--- src/rtl/avalon_pio_pkg.sv ---
// rtl/avalon_pio_pkg.sv - register word addresses for the extended PIO port
package avalon_pio_pkg;

    localparam logic [2:0] PIO_ADDR_DATA     = 3'd0;
    localparam logic [2:0] PIO_ADDR_DIR      = 3'd1;
    localparam logic [2:0] PIO_ADDR_IRQ_MASK = 3'd2;
    localparam logic [2:0] PIO_ADDR_EDGE_CAP = 3'd3;
    localparam logic [2:0] PIO_ADDR_OUTSET   = 3'd4;
    localparam logic [2:0] PIO_ADDR_OUTCLR   = 3'd5;
    localparam logic [2:0] PIO_ADDR_RISE_EN  = 3'd6;
    localparam logic [2:0] PIO_ADDR_FALL_EN  = 3'd7;

endpackage

--- src/rtl/pio_input_sync.sv ---
// rtl/pio_input_sync.sv - input synchroniser chain with one-cycle history and raw edge detect
module pio_input_sync #(
    parameter int WIDTH       = 32,
    parameter int SYNC_STAGES = 2
) (
    input  logic             clk,
    input  logic             reset,
    input  logic [WIDTH-1:0] in_port,
    output logic [WIDTH-1:0] data_in,
    output logic [WIDTH-1:0] rise,
    output logic [WIDTH-1:0] fall
);

    logic [WIDTH-1:0] sync_q [SYNC_STAGES];
    logic [WIDTH-1:0] data_prev_q;

    always_ff @(posedge clk) begin
        if (reset) begin
            for (int i = 0; i < SYNC_STAGES; i++) begin
                sync_q[i] <= '0;
            end
            data_prev_q <= '0;
        end else begin
            sync_q[0] <= in_port;
            for (int i = 1; i < SYNC_STAGES; i++) begin
                sync_q[i] <= sync_q[i-1];
            end
            data_prev_q <= sync_q[SYNC_STAGES-1];
        end
    end

    assign data_in = sync_q[SYNC_STAGES-1];
    assign rise    = data_in & ~data_prev_q;
    assign fall    = ~data_in & data_prev_q;

endmodule

--- src/rtl/avalon_pio_ext.sv ---
// rtl/avalon_pio_ext.sv - Avalon-MM PIO with direction, set/clear, edge capture and maskable irq
module avalon_pio_ext
    import avalon_pio_pkg::*;
#(
    parameter int          WIDTH       = 32,
    parameter int          SYNC_STAGES = 2,
    parameter logic [31:0] RESET_OUT   = 32'h0
) (
    input  logic             clk,
    input  logic             reset,
    input  logic [2:0]       address,
    input  logic             chipselect,
    input  logic             write_n,
    input  logic [31:0]      writedata,
    output logic [31:0]      readdata,
    input  logic [WIDTH-1:0] in_port,
    output logic [WIDTH-1:0] out_port,
    output logic [WIDTH-1:0] oe,
    output logic             irq
);

    logic [WIDTH-1:0] data_in, rise, fall;

    pio_input_sync #(
        .WIDTH       (WIDTH),
        .SYNC_STAGES (SYNC_STAGES)
    ) u_input_sync (
        .clk     (clk),
        .reset   (reset),
        .in_port (in_port),
        .data_in (data_in),
        .rise    (rise),
        .fall    (fall)
    );

    logic [WIDTH-1:0] data_out_q, data_out_d;
    logic [WIDTH-1:0] oe_q, oe_d;
    logic [WIDTH-1:0] mask_q, mask_d;
    logic [WIDTH-1:0] edge_q, edge_d;
    logic [WIDTH-1:0] rise_en_q, rise_en_d;
    logic [WIDTH-1:0] fall_en_q, fall_en_d;
    logic [31:0]      readdata_q, readdata_d;
    logic             irq_q, irq_d;

    logic             wr_en;
    logic [WIDTH-1:0] wd;
    logic [WIDTH-1:0] clr;

    assign wr_en = chipselect & ~write_n;
    assign wd    = writedata[WIDTH-1:0];
    assign clr   = (wr_en && address == PIO_ADDR_EDGE_CAP) ? wd : '0;

    always_comb begin
        data_out_d = data_out_q;
        oe_d       = oe_q;
        mask_d     = mask_q;
        rise_en_d  = rise_en_q;
        fall_en_d  = fall_en_q;
        if (wr_en) begin
            case (address)
                PIO_ADDR_DATA:     data_out_d = wd;
                PIO_ADDR_DIR:      oe_d       = wd;
                PIO_ADDR_IRQ_MASK: mask_d     = wd;
                PIO_ADDR_OUTSET:   data_out_d = data_out_q | wd;
                PIO_ADDR_OUTCLR:   data_out_d = data_out_q & ~wd;
                PIO_ADDR_RISE_EN:  rise_en_d  = wd;
                PIO_ADDR_FALL_EN:  fall_en_d  = wd;
                default: ;
            endcase
        end
        // Fresh edges are OR-ed after the clear so a coincident edge survives it
        edge_d = (edge_q & ~clr) | (rise & rise_en_q) | (fall & fall_en_q);
        irq_d  = |(mask_q & (edge_q | (data_in & ~rise_en_q & ~fall_en_q)));
    end

    always_comb begin
        readdata_d = '0;
        case (address)
            PIO_ADDR_DATA:     readdata_d[WIDTH-1:0] = data_in;
            PIO_ADDR_DIR:      readdata_d[WIDTH-1:0] = oe_q;
            PIO_ADDR_IRQ_MASK: readdata_d[WIDTH-1:0] = mask_q;
            PIO_ADDR_EDGE_CAP: readdata_d[WIDTH-1:0] = edge_q;
            PIO_ADDR_RISE_EN:  readdata_d[WIDTH-1:0] = rise_en_q;
            PIO_ADDR_FALL_EN:  readdata_d[WIDTH-1:0] = fall_en_q;
            default: ;
        endcase
    end

    always_ff @(posedge clk) begin
        if (reset) begin
            data_out_q <= RESET_OUT[WIDTH-1:0];
            oe_q       <= '0;
            mask_q     <= '0;
            edge_q     <= '0;
            rise_en_q  <= '0;
            fall_en_q  <= '0;
            readdata_q <= '0;
            irq_q      <= 1'b0;
        end else begin
            data_out_q <= data_out_d;
            oe_q       <= oe_d;
            mask_q     <= mask_d;
            edge_q     <= edge_d;
            rise_en_q  <= rise_en_d;
            fall_en_q  <= fall_en_d;
            readdata_q <= readdata_d;
            irq_q      <= irq_d;
        end
    end

    assign readdata = readdata_q;
    assign out_port = data_out_q;
    assign oe       = oe_q;
    assign irq      = irq_q;

endmodule

--- config.mk ---
export PLATFORM = sky130hd
export DESIGN_NAME = avalon_pio_ext
export DESIGN_NICKNAME = d
export VERILOG_FILES = /design/src/rtl/avalon_pio_pkg.sv /design/src/rtl/pio_input_sync.sv /design/src/rtl/avalon_pio_ext.sv
export SDC_FILE = /design/constraint.sdc
export NUM_CORES = 1
export LEC_CHECK = 0
export CORE_MARGIN = 2
export CORE_UTILIZATION = 59
export DETAILED_ROUTE_END_ITERATION = 10
export HOLD_SLACK_MARGIN = 0.1
export PLACE_DENSITY = 0.85
export SYNTH_ARGS = -nofsm -noshare
export SYNTH_HDL_FRONTEND = slang
export SYNTH_SLANG_ARGS = --single-unit
--- constraint.sdc ---
create_clock -name clk -period 3.05 [get_ports clk]
set_input_delay 0.4575 -clock clk [delete_from_list [all_inputs] [get_ports clk]]
set_output_delay 0.4575 -clock clk [all_outputs]
set_load 0.02 [all_outputs]
* Yosys cells after proc, flatten, opt, wreduce, memory -nomap -nowiden
Memory sizes are Yosys's and may differ from the RTL's.
Index checks and enable logic that the tools add are counted.
** Operators by class
- Multiplexer cells :: 8
- Reduce and logical (&&, ||, !) cells :: 9
- Bitwise gates (word level) :: 23
- Eq/ne operators :: 7
** Operator list (count)
- $and 32x32->32 :: 9
- $not 32->32 :: 6
- $pmux 32 s6 :: 1
- $or 32x32->32 :: 4
- $mux 32 :: 3
- $pmux 32 s3 :: 1
- $reduce_or 32->1 :: 1
- $eq 3x3->1 const B :: 4
- $reduce_and 2->1 :: 5
- $eq 3x2->1 const B :: 2
- $eq 3x1->1 const B :: 1
- $logic_not 3->1 :: 1
- $mux 1 :: 3
- $reduce_bool 3->1 :: 1
- $or 1x1->1 :: 2
- $and 1x1->1 :: 1
- $logic_and 1x1->1 :: 1
- $not 1->1 :: 1
** Storage, ports and cells
- Output and inout bits :: 97
- Input port bits :: 71
- RAM bits :: 64
- Memories :: 1
- Word-level logic and storage cells :: 57
- Bits in registers :: 257
** Memories
- u_input_sync.sync_q :: depth 2, bits a word 32, rd ports 2, clocked after Yosys merged registers in 0, write ports 2, RTL line pio_input_sync.sv:14 : logic [WIDTH-1:0] sync_q [SYNC_STAGES];

* Logic depth before layout (Yosys ltp)
- Word-level depth :: 8
- Gate-level depth with buffers :: 8
- Mapped depth without buffers :: 4

* Cells and area by module
Synthesis repeated with hierarchy kept, for this count alone.
** Second synthesis, totals
- Cell total of the unflattened synthesis :: 1435
- Area, all modules :: 12618.4 µm²
** Modules (own cells, without submodules)
- avalon_pio_ext :: cells an instance 1137, times used 1, sequential area each 4504.3 µm², area each 9377.7 µm²
- pio_input_sync :: cells an instance 298, times used 1, sequential area each 1921.8 µm², area each 3240.6 µm²

* Worst setup path after synthesis
OpenSTA, ideal clock, no wires.
- Path kind :: input -> register
- From :: in address[1]
- To :: reg rise_en_q[10]
- Setup time :: 0.132 ns
- Data arrival time :: 1.448 ns
- Path slack :: 1.470 ns
- Stages :: 8
- Data required time :: 2.918 ns
- Cells stage by stage :: buf_2 and3b_1 buf_2 and2_1 buf_2 buf_2 nand2_1 a21oi_1
** Between the ends
- Longest elaborated chain between the ends :: 2
** Ends and longest elaborated chain
- start: declaration :: RTL line avalon_pio_ext.sv:11 : input logic [2:0] address,
- $eq 3x3->1 :: RTL line avalon_pio_ext.sv:60 : case (address)
- $reduce_and 2->1 (no line)
- end signal: assignment :: RTL line avalon_pio_ext.sv:104 : rise_en_q <= rise_en_d;
- end: declaration :: RTL line avalon_pio_ext.sv:40 : logic [WIDTH-1:0] rise_en_q, rise_en_d;
Every way passes these cells.
A chain may end at the register's enable or synchronous reset.

* Worst setup path after layout
- From :: reg mask_q[7]
- To :: reg irq_q, in the netlist irq
** Between the ends
- Longest elaborated chain between the ends :: 2
** Ends and longest elaborated chain
- start: declaration :: RTL line avalon_pio_ext.sv:38 : logic [WIDTH-1:0] mask_q, mask_d;
- start signal: assignment :: RTL line avalon_pio_ext.sv:102 : mask_q <= mask_d;
- $and 32x32->32 :: RTL line avalon_pio_ext.sv:73 : irq_d = |(mask_q & (edge_q | (data_in & ~rise_en_q & ~fall_en_q)));
- $reduce_or 32->1 :: RTL line avalon_pio_ext.sv:73
- end signal: assignment :: RTL line avalon_pio_ext.sv:107 : irq_q <= irq_d;
- end: declaration :: RTL line avalon_pio_ext.sv:43 : logic irq_q, irq_d;
Every way passes these cells.

==> flow_metrics.env <==
export IMPL_status="finished clean"
export IMPL_share_of_synthesized_flip_flops_with_an_asynchronous_set_or_reset=0
export IMPL_die_height_um=148
export IMPL_wl_per_cell_um=20.2
export IMPL_timing_final_crit_share=0.703
export IMPL_post_cts_resized=0
export IMPL_fillCellCount=1469
export IMPL_globalRouteOverflowTotal=0
export IMPL_numCtsBuffers=30
export IMPL_timing_worst_slew_pin_value_ns=0.821
export IMPL_boundaryPins=168
export IMPL_final_nets=1640
export IMPL_postLayoutCellArea_um2=15200
export IMPL_total_power_uw=8680
export IMPL_timing_slew_headroom=0.445
export IMPL_fmaxAchievable_mhz=466
export IMPL_cts_root_buffer="sky130_fd_sc_hd__clkbuf_16"
export IMPL_gp_congestion=0.915
export IMPL_synthesis_area_per_instance_um2=8.55
export IMPL_grt_first_pass_wirelength_um=57700
export IMPL_area_delta_synth_final_pct=24.3
export IMPL_p_leak_uw=0.00497
export IMPL_starting_density_of_the_core=0.604
export IMPL_post_synth_instance_area_um2=12300
export IMPL_total_detailed_routing_wirelength_um=37600
export IMPL_synthCells=1435
export IMPL_antenna_found_initial=0
export IMPL_clock_tree_buffer_depth=3
export IMPL_port_buffers=167
export IMPL_cts_hold_fix_buffers=0
export IMPL_worst_slack_ns=0.905
export IMPL_postRouteAntennaNets=0
export IMPL_grt_pass1_vias=10800
export IMPL_antenna_cells=0
export IMPL_ir_drop_uv=415
export IMPL_synth_compound_area_share=0.193
export IMPL_critical_path_launch_point_type="flop"
export IMPL_type_of_the_worst_setup_path="reg2reg"
export IMPL_rows=52
export IMPL_first_drt_iteration_drcs=1448
export IMPL_post_route_drc_count=0
export IMPL_post_synth_num_cell_types=37
export IMPL_power_density_cells_nw_per_um2=569
export IMPL_dp_cells=1807
export IMPL_layout_min_cycle_time_ns=2.15
export IMPL_cts_tree="done"
export IMPL_detailroute_via_count=11500
export IMPL_setup_failing_eps_final=0
export IMPL_min_path_type="reg2reg"
export IMPL_core_area_um2=20300
export IMPL_cap_violations=0
export IMPL_drive_above_1_share=0.0591
export IMPL_ys_warnings_count=0
export IMPL_die_area_um2=22000
export IMPL_synth_seq_cells=321
export IMPL_cts_setup_buffers=0
export IMPL_grt_setup_unrepaired="false"
export IMPL_final_cells=1860
export IMPL_grt_usage=0.330
export IMPL_worst_skew_pair_late_latency_ns=0.55
export IMPL_cts_htree_levels=1
export IMPL_dpl_cell_area_um2=14200
export IMPL_sink_count=321
export IMPL_share_of_synthesized_cell_area_in_and_or_nand_and_nor_gates=0.248
export IMPL_synth_main_ff_cell="sky130_fd_sc_hd__dfxtp_1"
export IMPL_combinational_family_with_the_most_area_after_synthesis="simple AND/OR/NAND/NOR gates"
export IMPL_synthMuxAreaShare=0
export IMPL_preCtsSetupSlack_ns=0.631
export IMPL_critical_path_endpoint_type="flop"
export IMPL_dr_pass1_iters=6
export IMPL_crit_fanout=4
export IMPL_critPathRequiredTime_ns=3.49
export IMPL_hold_violations=0
export IMPL_synth_net_count=1506
export IMPL_synth_yosys_seq_area_share=0.524
export IMPL_grt_max_degree=106
export IMPL_setup_skew_ns=0.00612
export IMPL_edff_count_synth=0
export IMPL_hpwlAfterDp_um=23800
export IMPL_crit_arrival_ns=2.59
export IMPL_aggregate_negative_setup_slack_ns=0
export IMPL_path_clk_slew_ns=0.06
export IMPL_synth_fa_ha_area_frac=0
export IMPL_die_w_um=148
export IMPL_report_final_slew_viol_count=0
export IMPL_vias_per_cell=6.18
export IMPL_synth_xor_area_share=0
-- layout make-up --
type | instances | area [µm²] | share of cell area
clock buffer | 43 | 911 | 0.0598
clock inverter | 10 | 105 | 0.00689
inverter | 1 | 3.75 | 0.000246
multi-input combinational | 1012 | 5440 | 0.357
sequential | 321 | 6430 | 0.422
tap | 270 | 338 | 0.0222
timing repair buffer | 203 | 2020 | 0.133
-- cell usage in the layout, fill, tap and decap left out, types with 33 or more instances in the layout --
master                            synthesis  layout
sky130_fd_sc_hd__nor2b_1                129     128
sky130_fd_sc_hd__a22oi_1                104     104
sky130_fd_sc_hd__clkdlybuf4s50_1          0     166
sky130_fd_sc_hd__nand3_1                 33      33
sky130_fd_sc_hd__nor2_1                  35      35
sky130_fd_sc_hd__dfxtp_1                321     321
sky130_fd_sc_hd__a21oi_1                192     192
sky130_fd_sc_hd__nand2_1                324     324
sky130_fd_sc_hd__a31oi_1                 34      34
sky130_fd_sc_hd__o21ai_0                 65      65
-- cell families after synthesis --
logic type             count (synthesis)
AO/OA/AOI/OAI                        405
AND/OR/NAND/NOR                      607
buffers and inverters                102
flip-flops                           321
-- state kept, by name, indices dropped and copies added (netlist names) --
signal	count
oe	32
irq	1
fall_en_q	32
edge_q	32
u_input_sync.sync_q	64
out_port	32
mask_q	32
readdata	32
u_input_sync.data_prev_q	32
rise_en_q	32
-- layer usage --
layer | routed length [µm] | vias up | GRT usage
met5 | 0 | - | 0
met4 | 1520 | 0 | 0.131
met3 | 4100 | 117 | 0.0571
met2 | 17200 | 727 | 0.535
met1 | 14700 | 5400 | 0.442
li1 | - | 5242 | -
-- through the flow --
step | hold WS (ns) | util
2_1_floorplan | 0.414 | -
3_3_place_gp | 0.417 | 0.701
3_5_place_dp | 0.421 | 0.701
4_1_cts | 0.435 | 0.751
5_1_grt | 0.452 | 0.751
6_report | 0.435 | 0.751
-- synthesized netlist by cell type, drive strengths merged, types with 2 or more instances --
cell type | count | area (µm²)
nand3 | 33 | 165
a31oi | 34 | 213
or4 | 2 | 15.0
nor3 | 3 | 20.0
nor2b | 129 | 807
dfxtp | 321 | 6430
buf | 34 | 169
nand2 | 324 | 1220
and4 | 2 | 17.5
nand4 | 2 | 12.5
nor3b | 3 | 38.8
and3b | 2 | 17.5
nand2b | 2 | 12.5
a21oi | 192 | 961
nor4bb | 26 | 260
nand3b | 32 | 240
and4bb | 2 | 25.0
a22oi | 104 | 781
a221oi | 3 | 26.3
nor4 | 5 | 31.3
nor2 | 35 | 131
clkbuf | 67 | 251
o21ai | 65 | 325
a22o | 3 | 26.3
and2 | 3 | 18.8
-- worst max-delay path, cell delays in order (launching register included) --
cell and delay [ns]:
sky130_fd_sc_hd__dfxtp_1 0.41, sky130_fd_sc_hd__nor4bb_1 0.75, sky130_fd_sc_hd__a311o_1 0.34, sky130_fd_sc_hd__and4b_1 0.22
sky130_fd_sc_hd__a41oi_1 0.31
-- worst paths after layout --
path / slack [ns] / startpoint / endpoint / cells after the start
min reg2reg: 0.44 / u_input_sync.sync_q[0][2] / u_input_sync.sync_q[0][34] / 1
max reg2reg: 0.90 / mask_q[7] / irq / 4
max: 0.90 / mask_q[7] / irq / 4
min: 0.44 / u_input_sync.sync_q[0][2] / u_input_sync.sync_q[0][34] / 1
-- where the power goes --
| group | leakage [µW] | internal, µW | switching [µW] |
|---|---|---|---|
| registers | 0.00261 | 4280 | 64.1 |
| clock network | 0.000502 | 2230 | 1570 |
| logic | 0.00186 | 222 | 317 |
| total | 0.00497 | 6730 | 1950 |
Power figures use the tool's default switching activity.
